**src/rtl/fp_pkg.sv**
```systemverilog
// Shared definitions for the floating-point adder front end: IEEE-754 single
// field positions, datapath widths and the alignment sequencer state set.
package fp_pkg;

    localparam int MANT_W   = 24;
    localparam int EXP_W    = 8;

    localparam int SIGN_BIT = 31;
    localparam int EXP_MSB  = 30;
    localparam int EXP_LSB  = 23;
    localparam int MANT_MSB = 22;

    typedef enum logic [2:0] {
        ST_IDLE,
        ST_COMPARE,
        ST_LOAD,
        ST_ARM,
        ST_SHIFT,
        ST_DONE
    } state_t;

endpackage

```
**src/rtl/fp_unpack.sv**
```systemverilog
// Splits an IEEE-754 single word into sign, raw/effective exponent and the
// 24-bit mantissa with its hidden bit restored.
module fp_unpack
    import fp_pkg::*;
(
    input  logic [31:0]       i_word,
    output logic              o_sign,
    output logic [EXP_W-1:0]  o_exp_raw,
    output logic [EXP_W-1:0]  o_exp_eff,
    output logic [MANT_W-1:0] o_mant
);

    logic w_normal;

    assign o_sign    = i_word[SIGN_BIT];
    assign o_exp_raw = i_word[EXP_MSB:EXP_LSB];
    assign w_normal  = |o_exp_raw;

    // Denormals share the scale of exponent 1, so they align as if exp were 1.
    assign o_exp_eff = w_normal ? o_exp_raw : EXP_W'(1);
    assign o_mant    = {w_normal, i_word[MANT_MSB:0]};

endmodule

```
**src/rtl/fp_align_sequencer.sv**
```systemverilog
// Exponent alignment controller: picks the larger-exponent operand, drives the
// external count shifter to align the smaller mantissa, and hands the pair on.
module fp_align_sequencer #(
    parameter int MANT_W   = fp_pkg::MANT_W,
    parameter int EXP_W    = fp_pkg::EXP_W,
    parameter int MAX_WAIT = 40
) (
    input  logic              i_clk,
    input  logic              i_clear,
    input  logic              i_in_valid,
    output logic              o_in_ready,
    input  logic [31:0]       i_op_a,
    input  logic [31:0]       i_op_b,
    output logic              o_sh_load,
    output logic [MANT_W-1:0] o_sh_data,
    output logic [EXP_W-1:0]  o_sh_count,
    output logic              o_sh_direction,
    output logic              o_sh_clear,
    input  logic [MANT_W-1:0] i_sh_result,
    input  logic              i_sh_done,
    output logic              o_out_valid,
    input  logic              i_out_ready,
    output logic [MANT_W-1:0] o_big_mant,
    output logic [MANT_W-1:0] o_small_mant,
    output logic [EXP_W-1:0]  o_common_exp,
    output logic              o_big_sign,
    output logic              o_small_sign,
    output logic              o_swapped,
    output logic              o_err_timeout,
    output logic              o_busy
);

    import fp_pkg::*;

    localparam int WAIT_W = $clog2(MAX_WAIT + 1);

    state_t              r_state;
    state_t              w_next;

    logic [31:0]         r_op_a;
    logic [31:0]         r_op_b;
    logic [MANT_W-1:0]   r_big_mant;
    logic [MANT_W-1:0]   r_small_mant;
    logic [EXP_W-1:0]    r_common_exp;
    logic                r_big_sign;
    logic                r_small_sign;
    logic                r_swapped;
    logic                r_err_timeout;
    logic [MANT_W-1:0]   r_sh_data;
    logic [EXP_W-1:0]    r_sh_count;
    logic [WAIT_W-1:0]   r_wait;

    logic                w_sign_a;
    logic                w_sign_b;
    logic [EXP_W-1:0]    w_exp_raw_a;
    logic [EXP_W-1:0]    w_exp_raw_b;
    logic [EXP_W-1:0]    w_exp_eff_a;
    logic [EXP_W-1:0]    w_exp_eff_b;
    logic [MANT_W-1:0]   w_mant_a;
    logic [MANT_W-1:0]   w_mant_b;

    logic                w_b_big;
    logic [EXP_W-1:0]    w_big_eff;
    logic [EXP_W-1:0]    w_small_eff;
    logic [EXP_W-1:0]    w_diff;
    logic [MANT_W-1:0]   w_small_raw;
    logic                w_diff_zero;
    logic                w_diff_over;
    logic                w_timeout;

    fp_unpack u_unpack_a (
        .i_word    (r_op_a),
        .o_sign    (w_sign_a),
        .o_exp_raw (w_exp_raw_a),
        .o_exp_eff (w_exp_eff_a),
        .o_mant    (w_mant_a)
    );

    fp_unpack u_unpack_b (
        .i_word    (r_op_b),
        .o_sign    (w_sign_b),
        .o_exp_raw (w_exp_raw_b),
        .o_exp_eff (w_exp_eff_b),
        .o_mant    (w_mant_b)
    );

    // Ties keep A as the big operand so equal exponents never report a swap.
    assign w_b_big     = w_exp_eff_b > w_exp_eff_a;
    assign w_big_eff   = w_b_big ? w_exp_eff_b : w_exp_eff_a;
    assign w_small_eff = w_b_big ? w_exp_eff_a : w_exp_eff_b;
    assign w_diff      = w_big_eff - w_small_eff;
    assign w_small_raw = w_b_big ? w_mant_a : w_mant_b;
    assign w_diff_zero = (w_diff == '0);
    assign w_diff_over = (w_diff > EXP_W'(MANT_W));
    assign w_timeout   = (r_wait == WAIT_W'(MAX_WAIT - 1));

    always_ff @(posedge i_clk) begin
        if (i_clear) begin
            r_state <= ST_IDLE;
        end else begin
            r_state <= w_next;
        end
    end

    always_comb begin
        w_next      = r_state;
        o_in_ready  = 1'b0;
        o_busy      = 1'b1;
        o_out_valid = 1'b0;
        o_sh_load   = 1'b0;
        unique case (r_state)
            ST_IDLE: begin
                o_in_ready = 1'b1;
                o_busy     = 1'b0;
                if (i_in_valid) begin
                    w_next = ST_COMPARE;
                end
            end
            ST_COMPARE: begin
                if (w_diff_zero || w_diff_over) begin
                    w_next = ST_DONE;
                end else begin
                    w_next = ST_LOAD;
                end
            end
            ST_LOAD: begin
                o_sh_load = 1'b1;
                w_next    = ST_ARM;
            end
            // The shifter is still taking the new count here, so its done flag is stale.
            ST_ARM: begin
                w_next = ST_SHIFT;
            end
            ST_SHIFT: begin
                if (i_sh_done || w_timeout) begin
                    w_next = ST_DONE;
                end
            end
            ST_DONE: begin
                o_out_valid = 1'b1;
                if (i_out_ready) begin
                    w_next = ST_IDLE;
                end
            end
            default: begin
                w_next = ST_IDLE;
            end
        endcase
    end

    always_ff @(posedge i_clk) begin
        if (i_clear) begin
            r_op_a        <= '0;
            r_op_b        <= '0;
            r_big_mant    <= '0;
            r_small_mant  <= '0;
            r_common_exp  <= '0;
            r_big_sign    <= 1'b0;
            r_small_sign  <= 1'b0;
            r_swapped     <= 1'b0;
            r_err_timeout <= 1'b0;
            r_sh_data     <= '0;
            r_sh_count    <= '0;
            r_wait        <= '0;
        end else begin
            unique case (r_state)
                ST_IDLE: begin
                    if (i_in_valid) begin
                        r_op_a <= i_op_a;
                        r_op_b <= i_op_b;
                    end
                end
                ST_COMPARE: begin
                    r_big_mant    <= w_b_big ? w_mant_b : w_mant_a;
                    r_common_exp  <= w_b_big ? w_exp_raw_b : w_exp_raw_a;
                    r_big_sign    <= w_b_big ? w_sign_b : w_sign_a;
                    r_small_sign  <= w_b_big ? w_sign_a : w_sign_b;
                    r_swapped     <= w_b_big;
                    r_err_timeout <= 1'b0;
                    r_wait        <= '0;
                    r_small_mant  <= w_diff_zero ? w_small_raw : '0;
                    // Shift amounts past the mantissa width flush to zero without the shifter.
                    if (!w_diff_zero && !w_diff_over) begin
                        r_sh_data  <= w_small_raw;
                        r_sh_count <= w_diff;
                    end
                end
                ST_SHIFT: begin
                    if (i_sh_done) begin
                        r_small_mant <= i_sh_result;
                    end else if (w_timeout) begin
                        r_small_mant  <= '0;
                        r_err_timeout <= 1'b1;
                    end else begin
                        r_wait <= r_wait + WAIT_W'(1);
                    end
                end
                ST_DONE: begin
                    if (i_out_ready) begin
                        r_err_timeout <= 1'b0;
                    end
                end
                default: begin
                end
            endcase
        end
    end

    assign o_sh_data      = r_sh_data;
    assign o_sh_count     = r_sh_count;
    assign o_sh_direction = 1'b0;
    assign o_sh_clear     = i_clear;
    assign o_big_mant     = r_big_mant;
    assign o_small_mant   = r_small_mant;
    assign o_common_exp   = r_common_exp;
    assign o_big_sign     = r_big_sign;
    assign o_small_sign   = r_small_sign;
    assign o_swapped      = r_swapped;
    assign o_err_timeout  = r_err_timeout;

endmodule

```
**config.mk**
```make
export PLATFORM = sky130hd
export DESIGN_NAME = fp_align_sequencer
export DESIGN_NICKNAME = d
export VERILOG_FILES = /design/src/rtl/fp_pkg.sv /design/src/rtl/fp_unpack.sv /design/src/rtl/fp_align_sequencer.sv
export SDC_FILE = /design/constraint.sdc
export NUM_CORES = 1
export LEC_CHECK = 0
export CAP_MARGIN = 20
export CORE_UTILIZATION = 45
export CTS_CLUSTER_DIAMETER = 50
export CTS_CLUSTER_SIZE = 16
export DETAILED_ROUTE_END_ITERATION = 8
export GPL_ROUTABILITY_DRIVEN = 0
export PLACE_DENSITY_LB_ADDON = 0.15
export SKIP_CTS_REPAIR_TIMING = 1
export SYNTH_ARGS = -nofsm -noshare
export SYNTH_HDL_FRONTEND = slang
export SYNTH_SLANG_ARGS = --single-unit
```
**constraint.sdc**
```tcl
create_clock -name i_clk -period 4.3 [get_ports i_clk]
set_input_delay 0.645 -clock i_clk [delete_from_list [all_inputs] [get_ports i_clk]]
set_output_delay 0.645 -clock i_clk [all_outputs]
set_load 0.005 [all_outputs]
```
==> impl_metrics.yaml, run 1 <==
outcome:
  status: "finished, final reports clean"
timing:
  fmax_ghz: 0.236
  hold_slack_ns: 0.458
  period_share_pct: 98.5
  min_period_ns: 4.23
  relSlewSlack_pct: 35.5
  skew_ns: 0.00773
  finalMaxSlewViolations: 0
  worst_pin_slew_ns: 0.965
  finalHoldViolCount: 0
  rsz0062_at_grt: "yes"
  finalSetupViolCount: 0
die:
  coreArea_um2: 16600
  die_area_um2: 17500
  rows: 47
  die_x_um: 132
  start_util_pct: 46.1
  ios: 191
  die_y_um: 132
placed_design:
  placed_area_um2: 9850
  io_buffers: 189
  dpl.hpwl_um: 14800
setup_path:
  rr_worst_depth: 17
  required_ns: 4.61
  cp.arrival_ns: 4.54
  start_kind: "register"
  path_max_fanout: 8
  r2r_setup_slack_ns: 0.07
  r2r_end: "o_sh_count[2]$_SDFFE_PP0P_"
  path_class: "reg -> reg"
  reg2reg_from: "r_op_b[27]$_SDFFE_PP0P_"
  worst_setup_path_end_kind: "register"
cells_and_area:
  area_growth_pct: 40.1
  drive_gt1_share_pct: 13.3
  fin_area_um2: 10700
  nets: 1202
logic_synthesis:
  synth-edff-count: 0
  yosysTopAreaCellShare_pct: 43.2
  synthTopCellsByArea: "dfxtp_1 43%, nand2_1 11%, mux2i_1 7.7%"
  ys_ff_latch: 165
  synthArstFlopShare_pct: 0
  ys.flop_type: "dfxtp_1"
  synth_cells: 923
  netlist_top_cells_count: "220 x nand2_1, 165 x dfxtp_1, 85 x a21oi_1"
  synth_top_area_cell: "dfxtp_1"
  ys_types: 55
  syn_area_um2: 7650
  synth_seq_area_share_pct: 43.2
  syn_avg_cell_area_um2: 8.29
  synth_fp_nets: 1026
  synth.most_common_cell: "nand2_1"
  ys_warn_count: 0
global_route:
  grt_overflow: 0
  grt_max_degree: 84
  grt_first_pass_wirelength_um: 33600
  grt_antenna_before_repair: 1
  track_usage_pct: 24.2
  grt_pass1_vias: 6360
min_path:
  hold_path.class: "reg -> reg"
  holdPathEnd: "o_sh_data[1]$_SDFFE_PP0P_"
  worstHoldStart: "o_sh_data[1]$_SDFFE_PP0P_"
  min_path_cells: 2
detailed_routing:
  viasPerCell: 5.32
  wire_per_inst_um: 16.3
  wirelength_um: 21800
  ant_nets: 0
  first_pass_iters: 5
  via_count: 7092
  drtIter0Drc: 430
  drc_errors: 0
power:
  cellPowerDensity_nw_per_um2: 812
  power.total_w: 0.00871
  irDropWorstVdd_uv: 458
  leakage_nw: 4.15
clocking:
  cts_buffers: 17
  cts_tree: "yes"
  clkSinkCount: 165
  cts-root-buf: "clkbuf_16"
  htreeDepth: 4
  clockBufferDepth: 2
  path_clk_slew_ns: 0.06
  clk-insertion-delay-late_ns: 0.42
flow_run:
  drv_cap: 0
-- cells by family after synthesis --
logic type      after synthesis  share of synthesized area, %
compound gates              204                          17.6
xor+xnor                      6                         0.687
fa+ha+maj                    10                          1.64
buf+inv                      96                          5.12
flops                       165                          43.2
mux                          89                          12.1
other cells                   1                        0.0490
simple gates                352                          19.6
-- state kept, by name, summed over array words and instances (netlist names), 3 cells and up --
name / count
o_sh_count: 8
o_sh_data: 24
r_wait: 6
o_small_mant: 24
o_big_mant: 24
r_op_a: 32
r_op_b: 32
r_state: 3
o_common_exp: 8
-- power by group --
| group | total [W] | leakage [nW] | switching, W | internal, W |
|---|---|---|---|---|
| combinational | 0.00484 | 2.49 | 0.00251 | 0.00233 |
| clock | 0.00161 | 0.304 | 0.000678 | 0.000933 |
| sequential | 0.00226 | 1.35 | 0.000293 | 0.00197 |
| total | 0.00871 | 4.15 | 0.00348 | 0.00523 |
-- worst max-delay path, cell delays in order, from the launching register on --
cell	delay (ns)
dfxtp_2	0.34
nor4_4	0.31
a21oi_2	0.10
ha_1	0.31
nand4_1	0.10
or2_1	0.26
and2_4	0.17
nor3_4	0.18
o2bb2a_4	0.19
ha_4	0.15
a311o_1	0.34
o211ai_1	0.25
a31oi_1	0.16
or3_1	0.37
mux2_4	0.29
o211ai_4	0.12
buf_12	0.18
mux2_4	0.30
-- cell usage in the layout (no fill, tap or decap), types with 25 or more instances in the layout --
cell	count
a211oi_1	35
a21oi_1	83
buf_4	41
clkdlybuf4s50_1	188
dfxtp_1	159
mux2_2	25
mux2i_1	59
nand2_1	219
nor2_1	69
o211ai_1	27
-- layout make-up --
type,instances,area [um^2]
Fill cell,1491,5860
Sequential cell,165,3310
Clock inverter,15,194
Antenna cell,1,2.50
Timing Repair Buffer,237,2320
Multi-Input combinational cell,662,4130
Inverter,16,60.1
Clock buffer,17,425
Tap cell,220,275
-- worst max-delay path by stage --
| stage | from | end | slack, ns |
|---|---|---|---|
| 6_report | r_op_b[27]$_SDFFE_PP0P_ | o_sh_count[2]$_SDFFE_PP0P_ | 0.07 |
| 5_1_grt | r_op_b[27]$_SDFFE_PP0P_ | o_sh_data[20]$_SDFFE_PP0P_ | -0.11 |
| 4_1_cts | r_op_a[23]$_SDFFE_PP0P_ | o_sh_data[19]$_SDFFE_PP0P_ | -0.14 |
| 3_5_place_dp | r_op_a[23]$_SDFFE_PP0P_ | o_sh_data[9]$_SDFFE_PP0P_ | -0.11 |
| 3_3_place_gp | r_op_b[30]$_SDFFE_PP0P_ | o_sh_data[8]$_SDFFE_PP0P_ | 0.05 |
| 2_1_floorplan | r_op_b[23]$_SDFFE_PP0P_ | o_sh_count[4]$_SDFFE_PP0P_ | -0.02 |
-- per-layer routing --
metal / part of all wire [%] / GRT usage [%] / wire length [um]
met5: 0 / 0 / 0
met4: 1.0 / 6.64 / 225
met3: 6.2 / 4.81 / 1360
met2: 44 / 35.0 / 9480
met1: 49 / 36.2 / 10700
-- per-stage QoR --
stage / setup WS [ns] / cells / util [%] / TNS, ns
after floorplan: -0.0219 / 923 / - / -0.0219
after global placement: 0.0468 / 1291 / 59.4 / 0
after detailed placement: -0.110 / 1291 / 59.4 / -3.13
after CTS: -0.138 / 1323 / 63.1 / -5.00
after global routing: -0.114 / 1332 / 64.6 / -2.47
final: 0.0659 / 1333 / 64.6 / 0
No activity file was read; power rests on OpenSTA's default activity.
==> run 2: changes to the inputs <==
--- a/config.mk
+++ b/config.mk
@@ -5,7 +5,8 @@
 export SDC_FILE = /design/constraint.sdc
 export NUM_CORES = 1
 export LEC_CHECK = 0
-export CAP_MARGIN = 20
+export CAP_MARGIN = 40
+export CORE_MARGIN = 1
 export CORE_UTILIZATION = 45
 export CTS_CLUSTER_DIAMETER = 50
 export CTS_CLUSTER_SIZE = 16
==> run 2 against run 1 <==
Fmax is 1.4% lower. Final cell count grew 0.30%. Non-clock buffer count rose by 4. Critical path depth grew 2. Critical endpoint is now o_sh_count[6]$_SDFFE_PP0P_. Die area stayed put.
==> impl_metrics.yaml, run 2 (synthesis results as in run 1) <==
outcome:
  status: "finished, final reports clean"
detailed_routing:
  first_pass_iters: 5
  wire_per_inst_um: 16.4
  viasPerCell: 5.32
  wirelength_um: 21900
  drc_errors: 0
  drtIter0Drc: 319
  ant_nets: 0
  via_count: 7119
timing:
  skew_ns: 0.00739
  finalMaxSlewViolations: 0
  rsz0062_at_grt: "yes"
  worst_pin_slew_ns: 0.866
  fmax_ghz: 0.233
  finalSetupViolCount: 0
  relSlewSlack_pct: 42.2
  period_share_pct: 99.9
  finalHoldViolCount: 0
  hold_slack_ns: 0.463
  min_period_ns: 4.29
cells_and_area:
  final_util_pct: 65.2
  multi_input_area_um2: 4140
  area_growth_pct: 41.3
  seq_area_um2: 3310
  fin_area_um2: 10800
  drive_gt1_share_pct: 13.7
  final_cell_mix: "219 x nand2_1, 188 x clkdlybuf4s50_1, 161 x dfxtp_1"
  layout_commonest_cell: "nand2_1"
  reg_top3: "r_op_a: 32 flops, r_op_b: 32 flops"
  nets: 1206
  fill_cells: 1465
die:
  die_area_um2: 17500
  die_y_um: 132
  start_util_pct: 46.1
  die_x_um: 132
  rows: 47
  ios: 191
  coreArea_um2: 16600
clocking:
  path_clk_slew_ns: 0.06
  cts_buffers: 17
  clk-insertion-delay-late_ns: 0.42
  cts-root-buf: "clkbuf_16"
  clkSinkCount: 165
  cts_tree: "yes"
  htreeDepth: 4
  clockBufferDepth: 2
setup_path:
  critical_path.max_stage_delay_ns: 0.41
  path_buf_inv: 5
  path_common_cell: "buf_4"
  path_class: "reg -> reg"
  required_ns: 4.61
  start_kind: "register"
  worst_setup_path_end_kind: "register"
  path_max_fanout: 8
  slowest_stage: "ha_2"
  cp.arrival_ns: 4.61
  r2r_setup_slack_ns: 0.006
  critical_path.cell_chain: "buf_4, inv_1, ha_2, nand4_1, or2_1, and2_4, nor3_4, o2bb2a_4, ha_4, a311o_1, o211ai_1, nand3_1, a31oi_2, nor4b_4, buf_4, o211ai_4, buf_12, clkbuf_16, and3_4"
  path_delay_family: "simple AND/OR/NAND/NOR gates"
global_route:
  grt_first_pass_wirelength_um: 33900
  grt_pass1_vias: 6547
  grt_overflow: 0
  track_usage_pct: 24.5
  grt_max_degree: 84
  grt_antenna_before_repair: 1
power:
  leakage_nw: 4.17
  cellPowerDensity_nw_per_um2: 807
  irDropWorstVdd_uv: 405
flow_run:
  drv_cap: 0
min_path:
  hold_path.class: "reg -> reg"
placed_design:
  placed_area_um2: 9880
  dpl.hpwl_um: 14800
  io_buffers: 189
==> run 2: where the power goes <==
part           total (W)  internal (W)  switching [W]
Clock            0.00156      0.000912       0.000643
Combinational    0.00491       0.00239        0.00252
Sequential       0.00226       0.00197       0.000296
Total            0.00872       0.00527        0.00345
==> run 2: worst register-to-register path: stages (launching register included) <==
cell and delay (ns):
dfxtp_1 0.40, buf_4 0.17, inv_1 0.06, ha_2 0.41, nand4_1 0.13, or2_1 0.26
and2_4 0.17, nor3_4 0.18, o2bb2a_4 0.19, ha_4 0.15, a311o_1 0.34, o211ai_1 0.26
nand3_1 0.15, a31oi_2 0.20, nor4b_4 0.29, buf_4 0.18, o211ai_4 0.09, buf_12 0.21
clkbuf_16 0.16, and3_4 0.18
==> run 2: through the flow <==
| step | setup WS [ns] | total power (W) | instances | setup TNS [ns] |
|---|---|---|---|---|
| 2_1_floorplan | -0.0219 | 0.00506 | 923 | -0.0219 |
| 3_3_place_gp | 0.0468 | 0.00670 | 1291 | 0 |
| 3_5_place_dp | -0.106 | 0.00677 | 1293 | -3.52 |
| 4_1_cts | -0.161 | 0.00835 | 1325 | -5.71 |
| 5_1_grt | -0.188 | 0.00926 | 1336 | -5.96 |
| 6_report | 0.00631 | 0.00872 | 1337 | 0 |
==> run 2: metal layers <==
layer | vias to the layer above | part of all wire [%] | GRT usage [%]
li1 | 3558 | - | -
met1 | 3316 | 48 | 35.7
met2 | 221 | 44 | 36.1
met3 | 24 | 6.3 | 5.23
met4 | 0 | 1.1 | 6.96
met5 | - | 0 | 0
==> run 2: path summary, 6_finish.rpt <==
kind,from,endpoint,depth (start not counted)
max,r_op_a[28]$_SDFFE_PP0P_,o_sh_count[6]$_SDFFE_PP0P_,19
min,o_sh_data[18]$_SDFFE_PP0P_,o_sh_data[18]$_SDFFE_PP0P_,2
max reg2reg,r_op_a[28]$_SDFFE_PP0P_,o_sh_count[6]$_SDFFE_PP0P_,19
min reg2reg,o_sh_data[18]$_SDFFE_PP0P_,o_sh_data[18]$_SDFFE_PP0P_,2
==> run 2: layout make-up <==
type / instances / area share (%)
Sequential cell: 165 / 30.6
Timing Repair Buffer: 241 / 22.3
Clock inverter: 12 / 1.33
Multi-Input combinational cell: 662 / 38.3
Antenna cell: 1 / 0.0231
Inverter: 16 / 0.555
Tap cell: 220 / 2.55
Clock buffer: 20 / 4.32
==> run 3: changes to the inputs <==
--- a/config.mk
+++ b/config.mk
@@ -12,6 +12,7 @@
 export CTS_CLUSTER_SIZE = 16
 export DETAILED_ROUTE_END_ITERATION = 8
 export GPL_ROUTABILITY_DRIVEN = 0
+export GPL_TIMING_DRIVEN = 0
 export PLACE_DENSITY_LB_ADDON = 0.15
 export SKIP_CTS_REPAIR_TIMING = 1
 export SYNTH_ARGS = -nofsm -noshare
==> run 3 against run 2 <==
The run now ends with negative setup slack left. Clock skew increased by 0.0016 ns. Critical endpoint is now o_sh_count[4]$_SDFFE_PP0P_. Highest routed layer unchanged. Cell area is essentially flat. Hold slack gained 0.00092 ns. Via count increased by 3.4%. Non-clock buffer count rose by 43. Largest power group unchanged. Global-route usage up 2.4 points.
==> impl_metrics.yaml, run 3 (synthesis results as in run 1) <==
outcome:
  status: "finished with violations"
  violations: "negative setup slack"
cells_and_area:
  nets: 1249
  fin_cells: 1379
  final_cell_mix: "220 x nand2_1, 189 x clkdlybuf4s50_1, 153 x dfxtp_1"
  fin_area_um2: 10800
  antenna_cells: 0
  final_util_pct: 65.2
  drive_gt1_share_pct: 11.3
  reg_top3: "r_op_a: 32 flops, r_op_b: 32 flops"
  area_growth_pct: 41.4
  layout_commonest_cell: "nand2_1"
  fill_cells: 1456
timing:
  relSlewSlack_pct: 46.4
  rsz0062_at_grt: "yes"
  finalHoldViolCount: 0
  fin_ws_ns: -0.179
  finalSetupViolCount: 55
  worst_pin_slew_ns: 0.798
  min_period_ns: 4.48
  skew_ns: 0.00899
  finalMaxSlewViolations: 0
  period_share_pct: 104
  fmax_ghz: 0.223
clocking:
  cts_tree: "yes"
  clockBufferDepth: 2
  clk-insertion-delay-late_ns: 0.44
  htreeDepth: 4
  clkSinkCount: 165
  cts-root-buf: "clkbuf_16"
  path_clk_slew_ns: 0.07
  cts_buffers: 17
min_path:
  min_path_cells: 2
  hold_path.class: "reg -> reg"
global_route:
  track_usage_pct: 26.9
  grt_max_degree: 17
  grt_pass1_vias: 6926
  grt_antenna_before_repair: 0
  grt_first_pass_wirelength_um: 36500
  grt_overflow: 0
die:
  die_x_um: 132
  die_area_um2: 17500
  coreArea_um2: 16600
  die_y_um: 132
  rows: 47
  start_util_pct: 46.1
  ios: 191
placed_design:
  dpl.hpwl_um: 17500
  io_buffers: 189
  dp_cells: 1332
  placed_area_um2: 9830
setup_path:
  path_class: "reg -> reg"
  cp.arrival_ns: 4.80
  slowest_stage: "dfxtp_2"
  path_max_fanout: 8
  critical_path.cell_chain: "nor4_4, a21oi_2, ha_4, nand4_1, or2_1, and2_4, buf_8, nor3_4, o2bb2a_4, ha_4, a311o_1, o211ai_1, nand3_1, a31oi_4, nor4b_4, buf_6, o211ai_4, buf_8, mux2_4"
  critical_path.max_stage_delay_ns: 0.37
  path_buf_inv: 3
  worst_setup_path_end_kind: "register"
  crit_cells: 19
  required_ns: 4.62
  rr_worst_depth: 19
  path_delay_family: "simple AND/OR/NAND/NOR gates"
  start_kind: "register"
detailed_routing:
  viasPerCell: 5.34
  wirelength_um: 23500
  first_pass_iters: 5
  drtIter0Drc: 438
  via_count: 7359
  ant_nets: 0
  wire_per_inst_um: 17.0
  drc_errors: 0
power:
  leakage_nw: 4.11
  cellPowerDensity_nw_per_um2: 808
  irDropWorstVdd_uv: 458
flow_run:
  drv_cap: 0
[run 3: final timing paths]
| kind | slack [ns] | end | start |
|---|---|---|---|
| worst min-delay path | 0.46 | o_sh_data[19]$_SDFFE_PP0P_ | o_sh_data[19]$_SDFFE_PP0P_ |
| worst max register to register | -0.18 | o_sh_count[4]$_SDFFE_PP0P_ | r_op_b[27]$_SDFFE_PP0P_ |
| worst max-delay path | -0.18 | o_sh_count[4]$_SDFFE_PP0P_ | r_op_b[27]$_SDFFE_PP0P_ |
| worst min register to register | 0.46 | o_sh_data[19]$_SDFFE_PP0P_ | o_sh_data[19]$_SDFFE_PP0P_ |
[run 3: layout make-up]
type | count | area (um^2) | share of cell area (%)
Multi-Input combinational cell | 662 | 4130 | 38.2
Sequential cell | 165 | 3320 | 30.7
Timing Repair Buffer | 204 | 2040 | 18.8
Clock buffer | 18 | 439 | 4.06
Buffer | 80 | 372 | 3.44
Tap cell | 220 | 275 | 2.54
Clock inverter | 14 | 184 | 1.70
Inverter | 16 | 60.1 | 0.555
[run 3: metrics by stage]
step           power [W]  setup WS, ns  hold WS (ns)  TNS (ns)
2_1_floorplan    0.00506       -0.0219         0.445   -0.0219
3_3_place_gp     0.00657        -0.592         0.444    -26.47
3_5_place_dp     0.00662        -0.641         0.454    -30.35
4_1_cts          0.00826        -0.715         0.463    -33.30
5_1_grt          0.00927        -0.356         0.487    -17.73
6_report         0.00874        -0.179         0.464     -6.12
[run 3: routing by layer]
layer | track usage (%) | up-vias | share of wire, %
met5 | 0 | - | 0
met4 | 7.41 | 0 | 1.8
met3 | 6.15 | 36 | 6.6
met2 | 41.7 | 249 | 44
met1 | 37.5 | 3424 | 47
li1 | - | 3650 | -
[run 3: worst min-delay path, cell delays in order, from the launching register on]
cell	delay, ns
dfxtp_1	0.31
nand2_1	0.05
mux2i_1	0.06
[run 3: report_power, final]
part           internal, W  leakage [nW]  switching [W]
sequential         0.00197          1.35       0.000296
clock             0.000947         0.310       0.000679
combinational      0.00226          2.45        0.00260
total              0.00517          4.11        0.00357
